===== config.mk =====
export PLATFORM = sky130hd
export DESIGN_NAME = cdb_arbiter
export DESIGN_NICKNAME = d
export VERILOG_FILES = /design/src/rtl/cdb_pkg.sv /design/src/rtl/cdb_fu_fifo.sv /design/src/rtl/cdb_arbiter.sv
export SDC_FILE = /design/constraint.sdc
export NUM_CORES = 1
export LEC_CHECK = 0
export CAP_MARGIN = 20
export CORE_AREA = 4 4 168 170
export CTS_CLUSTER_SIZE = 24
export DETAILED_ROUTE_END_ITERATION = 8
export DIE_AREA = 0 0 172 174
export PLACE_DENSITY = 0.79
export SETUP_SLACK_MARGIN = 0.2
export SYNTH_ARGS = -nofsm -noshare
export SYNTH_HDL_FRONTEND = slang
export SYNTH_SLANG_ARGS = --single-unit

===== constraint.sdc =====
create_clock -name clk -period 10.2 [get_ports clk]
set_input_delay 2.04 -clock clk [delete_from_list [all_inputs] [get_ports clk]]
set_output_delay 2.04 -clock clk [all_outputs]
set_load 0.01 [all_outputs]

===== src/rtl/cdb_pkg.sv =====
// Shared types and default widths for the common data bus arbiter.
package cdb_pkg;

    localparam int XLEN      = 32;
    localparam int CDB_TAG_W = 6;

    // One queued FU result at default widths.
    typedef struct packed {
        logic [XLEN-1:0]      result;
        logic [CDB_TAG_W-1:0] tag;
    } cdb_entry_t;

    // Broadcast bus as seen by forwarding, wakeup and the register file.
    typedef struct packed {
        logic                 valid;
        logic [XLEN-1:0]      result;
        logic [CDB_TAG_W-1:0] tag;
    } cdb_bus_t;

endpackage


===== src/rtl/cdb_fu_fifo.sv =====
// Per-FU result queue: DEPTH entries, synchronous flush, head read combinationally.
module cdb_fu_fifo #(
    parameter int EW    = 38,
    parameter int DEPTH = 2
) (
    input  logic          clk,
    input  logic          rst_n,
    input  logic          flush_i,
    input  logic          push_i,
    input  logic          pop_i,
    input  logic [EW-1:0] din_i,
    output logic          full_o,
    output logic          empty_o,
    output logic [EW-1:0] head_o
);
    localparam int PW = $clog2(DEPTH);
    localparam int CW = PW + 1;

    logic [DEPTH-1:0][EW-1:0] mem_q;
    logic [PW-1:0]            wr_q, rd_q;
    logic [CW-1:0]            cnt_q;
    logic                     push_ok, pop_ok;

    assign full_o  = (cnt_q == CW'(DEPTH));
    assign empty_o = (cnt_q == '0);
    assign head_o  = mem_q[rd_q];
    // Ready is judged on the registered count only, so a full queue refuses a push even when popped.
    assign push_ok = push_i & ~full_o;
    assign pop_ok  = pop_i & ~empty_o;

    // Pointers and occupancy; flush wins over any push or pop.
    always_ff @(posedge clk or negedge rst_n) begin
        if (!rst_n) begin
            wr_q  <= '0;
            rd_q  <= '0;
            cnt_q <= '0;
        end else if (flush_i) begin
            wr_q  <= '0;
            rd_q  <= '0;
            cnt_q <= '0;
        end else begin
            wr_q  <= wr_q + PW'(push_ok);
            rd_q  <= rd_q + PW'(pop_ok);
            cnt_q <= cnt_q + CW'(push_ok) - CW'(pop_ok);
        end
    end

    // Storage needs no reset: an entry is only read once the count says it was written.
    always_ff @(posedge clk) begin
        if (push_ok && !flush_i) mem_q[wr_q] <= din_i;
    end

endmodule


===== src/rtl/cdb_arbiter.sv =====
// Round-robin arbiter sharing one registered CDB among NUM_FU result queues.
// Optional build macro CDB_ARB_PERF_EN adds perf_conflict_cnt (cycles with 2+ non-empty queues).
module cdb_arbiter
    import cdb_pkg::*;
#(
    parameter int NUM_FU    = 4,
    parameter int DATA_W    = XLEN,
    parameter int TAG_W     = CDB_TAG_W,
    parameter int BUF_DEPTH = 2
) (
    input  logic                           clk,
    input  logic                           rst_n,
    input  logic [NUM_FU-1:0]              fu_valid,
    input  logic [NUM_FU-1:0][DATA_W-1:0]  fu_result,
    input  logic [NUM_FU-1:0][TAG_W-1:0]   fu_tag,
    output logic [NUM_FU-1:0]              fu_ready,
    input  logic                           flush,
    output logic                           cdb_valid,
    output logic [DATA_W-1:0]              cdb_result,
    output logic [TAG_W-1:0]               cdb_tag,
    output logic [$clog2(NUM_FU)-1:0]      cdb_src
`ifdef CDB_ARB_PERF_EN
    ,output logic [31:0]                   perf_conflict_cnt
`endif
);
    localparam int SRC_W = $clog2(NUM_FU);

    typedef struct packed {
        logic [DATA_W-1:0] result;
        logic [TAG_W-1:0]  tag;
    } entry_t;

    logic [NUM_FU-1:0]         q_full, q_empty, q_pop;
    entry_t [NUM_FU-1:0]       q_head;
    logic                      grant_vld;
    logic [SRC_W-1:0]          grant_idx;
    logic [SRC_W-1:0]          rr_ptr_q, rr_ptr_d;
    logic                      cdb_valid_q;
    logic [DATA_W-1:0]         cdb_result_q;
    logic [TAG_W-1:0]          cdb_tag_q;
    logic [SRC_W-1:0]          cdb_src_q;

    for (genvar i = 0; i < NUM_FU; i++) begin : g_fu
        cdb_fu_fifo #(.EW(DATA_W + TAG_W), .DEPTH(BUF_DEPTH)) u_fifo (
            .clk     (clk),
            .rst_n   (rst_n),
            .flush_i (flush),
            .push_i  (fu_valid[i]),
            .pop_i   (q_pop[i]),
            .din_i   ({fu_result[i], fu_tag[i]}),
            .full_o  (q_full[i]),
            .empty_o (q_empty[i]),
            .head_o  (q_head[i])
        );
    end

    assign fu_ready = ~q_full;

    // Pick the first non-empty queue at or after rr_ptr; scanning backwards lets the nearest one win.
    always_comb begin
        int s;
        logic [SRC_W-1:0] cand;
        grant_vld = 1'b0;
        grant_idx = '0;
        s         = 0;
        cand      = '0;
        for (int k = NUM_FU - 1; k >= 0; k--) begin
            s = int'(rr_ptr_q) + k;
            if (s >= NUM_FU) s = s - NUM_FU;
            cand = SRC_W'(s);
            if (!q_empty[cand]) begin
                grant_vld = 1'b1;
                grant_idx = cand;
            end
        end
    end

    // One-hot pop of the winner, and pointer advance past it with wrap at NUM_FU.
    always_comb begin
        q_pop = '0;
        if (grant_vld) q_pop[grant_idx] = 1'b1;
        rr_ptr_d = (grant_idx == SRC_W'(NUM_FU - 1)) ? '0 : grant_idx + 1'b1;
    end

    // Registered broadcast; data/tag/src hold when idle so consumers see stable values.
    always_ff @(posedge clk or negedge rst_n) begin
        if (!rst_n) begin
            rr_ptr_q     <= '0;
            cdb_valid_q  <= 1'b0;
            cdb_result_q <= '0;
            cdb_tag_q    <= '0;
            cdb_src_q    <= '0;
        end else if (flush) begin
            rr_ptr_q    <= '0;
            cdb_valid_q <= 1'b0;
        end else if (grant_vld) begin
            rr_ptr_q     <= rr_ptr_d;
            cdb_valid_q  <= 1'b1;
            cdb_result_q <= q_head[grant_idx].result;
            cdb_tag_q    <= q_head[grant_idx].tag;
            cdb_src_q    <= grant_idx;
        end else begin
            cdb_valid_q <= 1'b0;
        end
    end

    assign cdb_valid  = cdb_valid_q;
    assign cdb_result = cdb_result_q;
    assign cdb_tag    = cdb_tag_q;
    assign cdb_src    = cdb_src_q;

`ifdef CDB_ARB_PERF_EN
    logic [31:0] perf_q;

    // Saturating count of cycles where two or more queues compete for the bus.
    always_ff @(posedge clk or negedge rst_n) begin
        if (!rst_n)                                  perf_q <= '0;
        else if (flush)                              perf_q <= '0;
        else if ($countones(~q_empty) >= 2 && perf_q != '1) perf_q <= perf_q + 32'd1;
    end

    assign perf_conflict_cnt = perf_q;
`endif

endmodule


==> metrics.md <==
| Metric | Value |
|---|---|
| Resized cells post-CTS | `0` |
| Synth Instances | `912` |
| Pwr Density | `287 nW/µm²` |
| IO buf count | `203` |
| CTS tree | `done` |
| Worst Setup Start Kind | `input port` |
| Layout cells sized above 1 | `15.2%` |
| Worst setup path start | `flush` |
| Synth area leader | `edfxtp_1` |
| Initial Util | `54.2%` |
| I/O Pins | `204` |
| Final Cell Area | `18100 µm²` |
| Hold Path Cell Cnt | `2` |
| Hold Path Class | `flop to flop` |
| Worst r2r src | `rr_ptr_q[1]` |
| R2R setup slack | `5.92 ns` |
| Drt initial violations | `854` |
| Slew @ Worst Pin | `1.06 ns` |
| Die area | `29900 µm²` |
| Final Hold Vio Count | `0` |
| Yosys cell types | `44` |
| Warnings from Yosys | `0` |
| Slew Viols, Final | `0` |
| Average wire per standard cell | `24.8 µm` |
| First-pass GRT wire length | `54500 µm` |
| CP endpoint kind | `flop` |
| Clock skew | `0.0141 ns` |
| Die height | `174 µm` |
| Final setup fails | `0` |
| Slowest-stage cell, CP | `a41o_2` |
| Drt first pass iters | `6` |
| Vias/cell | `5.95` |
| Crit path kind | `input port to flop` |
| Asr flop ratio synth | `16.3%` |
| Die extent in x | `172 µm` |
| Seq cells post-synth | `363` |
| R2R Path End | `g_fu[2].u_fifo.cnt_q[1]` |
| Fmax | `231 MHz` |
| CTS Hold Bufs | `0` |
| Vias in the first global route | `9077` |
| Cells along the critical path | `clkdlybuf4s50_1 -> buf_4 -> a41o_2 -> inv_1 -> nand2_1 -> o211ai_1` |
| Setup TNS Final | `0 ns` |
| DRC Markers | `0` |
| Final WL | `36800 µm` |
| Top post-synthesis cells by area | `edfxtp_1 63%, dfrtp_1 10%, mux2_2 5.9%, mux2i_1 5.2%, o211ai_1 3.9%` |
| # Max-Cap Violations | `0` |
| Syn_area_per_cell | `15.9 µm²` |
| Pleak | `6.20 nW` |
| Outcome | `completed` |
| All-layer global routing usage | `24.2%` |
| Via Count | `8826` |
| Layout area overhead | `25.0%` |
| Ys flop type | `edfxtp_1` |
| Required time of the worst setup path | `10.55 ns` |
| Clk slew on worst S/H paths | `0.06 ns` |
| Placer Congestion | `0.842` |
| Post-DP Area | `16800 µm²` |
| Hpwl dp | `23400 µm` |
| CORE AREA | `26700 µm²` |
| GR Overflow Total | `0` |
| Final antenna-violating net count | `0` |
| Arrival time of the worst setup path | `4.69 ns` |
| Reg2Reg Depth | `13` |
| Clock Path Buffers | `3` |
| Max incr delay on CP | `0.75 ns` |
| Max Fanout on Critical Path | `44` |
| Worst hold endpoint | `cdb_tag[1]` |
| Clk sinks | `363` |
| Commonest non-fill, non-tap cells in the layout | `304 x edfxtp_1, 202 x clkdlybuf4s50_1, 76 x mux2_2, 76 x mux2i_1, 76 x o211ai_1` |
| Min-delay src | `cdb_tag[1]` |
| Synth top area share | `63.0%` |
| Initial antenna violation count | `0` |
| Synthesized area | `14500 µm²` |
| Final period util | `42.5%` |
| # diodes | `0` |
| Number of setup buffers added after CTS | `0` |
| Largest net degree at the start of global routing | `60` |
| Clock Latency Late Sink | `0.52 ns` |
| Post-synth EDFFs | `304` |
| Unrepaired setup endpoints after global routing | `false` |
| H-tree levels | `2` |
| Mapped Nets | `1080` |
| Peak VDD IR | `0.209 mV` |
| Nets | `1281` |
| Seq/Total Area, Yosys | `73.2%` |
| Most common cell after layout, fill and taps aside | `edfxtp_1` |
| TritonCTS buffer count | `37` |
| Row cnt | `60` |
| Root Buffer | `clkbuf_16` |
| Slew headroom | `29.2%` |
| Fin crit period | `4.34 ns` |
-- sequential cells by signal (all words and copies together), names as in the netlist --
signal / cells
cdb_result: 32
cdb_src: 2
cdb_tag: 6
cdb_valid: 1
g_fu.u_fifo.cnt_q: 8
g_fu.u_fifo.mem_q: 304
g_fu.u_fifo.rd_q: 4
g_fu.u_fifo.wr_q: 4
rr_ptr_q: 2
-- critical path, delay by kind of cell --
kind | cells | cell delay [ns]
compound gates | 2 | 1.00
buf+inv | 3 | 0.90
simple gates | 1 | 0.71
-- layer usage --
layer,vias to the layer above,global-route usage (%),share of wire (%)
met1,4367,32.9,39
li1,3917,-,-
met2,469,40.7,51
met5,-,0,0
met4,0,6.35,2.6
met3,73,4.00,8.0
-- synth_stat cells, types with 2 or more instances --
| cell | n |
|---|---|
| nand2_1 | 51 |
| a21oi_1 | 40 |
| inv_1 | 15 |
| nor3_1 | 43 |
| o211ai_1 | 76 |
| buf_2 | 12 |
| a211oi_1 | 2 |
| clkbuf_1 | 35 |
| nand3_1 | 33 |
| dfrtp_1 | 59 |
| edfxtp_1 | 304 |
| and3_1 | 4 |
| nor2_1 | 16 |
| o21bai_1 | 3 |
| xor2_1 | 8 |
| buf_4 | 4 |
| o21ai_0 | 9 |
| mux2_2 | 76 |
| buf_1 | 5 |
| mux2i_1 | 76 |
| nor2b_1 | 5 |
| xnor2_1 | 6 |
| ha_1 | 9 |
-- cell families after synthesis --
family	count (synthesis)	synth area share [%]
buffers and inverters	72	2.07
adder cells (fa/ha/maj)	9	0.777
flip-flops	363	73.2
AND/OR/NAND/NOR	162	5.27
AO/OA/AOI/OAI	140	6.69
XOR/XNOR	14	0.846
multiplexers	152	11.2
-- worst max-delay path by stage --
stage / end / slack [ns] / cells past startpoint
floorplan: g_fu[0].u_fifo.mem_q[0] / 4.82 / 2
global placement: cdb_result[8] / 5.57 / 6
detailed placement: cdb_result[7] / 5.45 / 6
CTS: g_fu[2].u_fifo.cnt_q[1] / 5.85 / 13
global route: g_fu[2].u_fifo.cnt_q[1] / 5.61 / 13
finish: cdb_result[22] / 5.86 / 6
-- area by class of cell --
cell class	instances	area [µm²]
flip-flops and latches	363	10600
fillers	1781	8620
multi-input cells	477	3610
repair buffers	218	2170
clock buffers	54	1060
well taps	341	427
clock inverters	14	170
inverters	16	60.1
-- metrics by stage --
stage               power [mW]  utilization, %  hold WS, ns  instances  setup WS [ns]
global placement          3.78            63.0        0.482       1413           5.57
CTS                       5.20            67.6        0.521       1481           5.85
finish                    5.20            67.8        0.524       1483           5.86
detailed placement        3.84            63.0        0.505       1413           5.45
global route              5.43            67.8        0.562       1483           5.61
floorplan                 3.13               -        0.515        912           4.82
-- power breakdown --
part           internal (mW)  leakage (nW)  switching, mW
Combinational          0.728          2.07           1.10
Sequential              1.83          3.52          0.182
Clock                  0.804         0.607          0.551
Total                   3.37          6.20           1.83
Note: power is estimated with default switching activity, not from simulation.
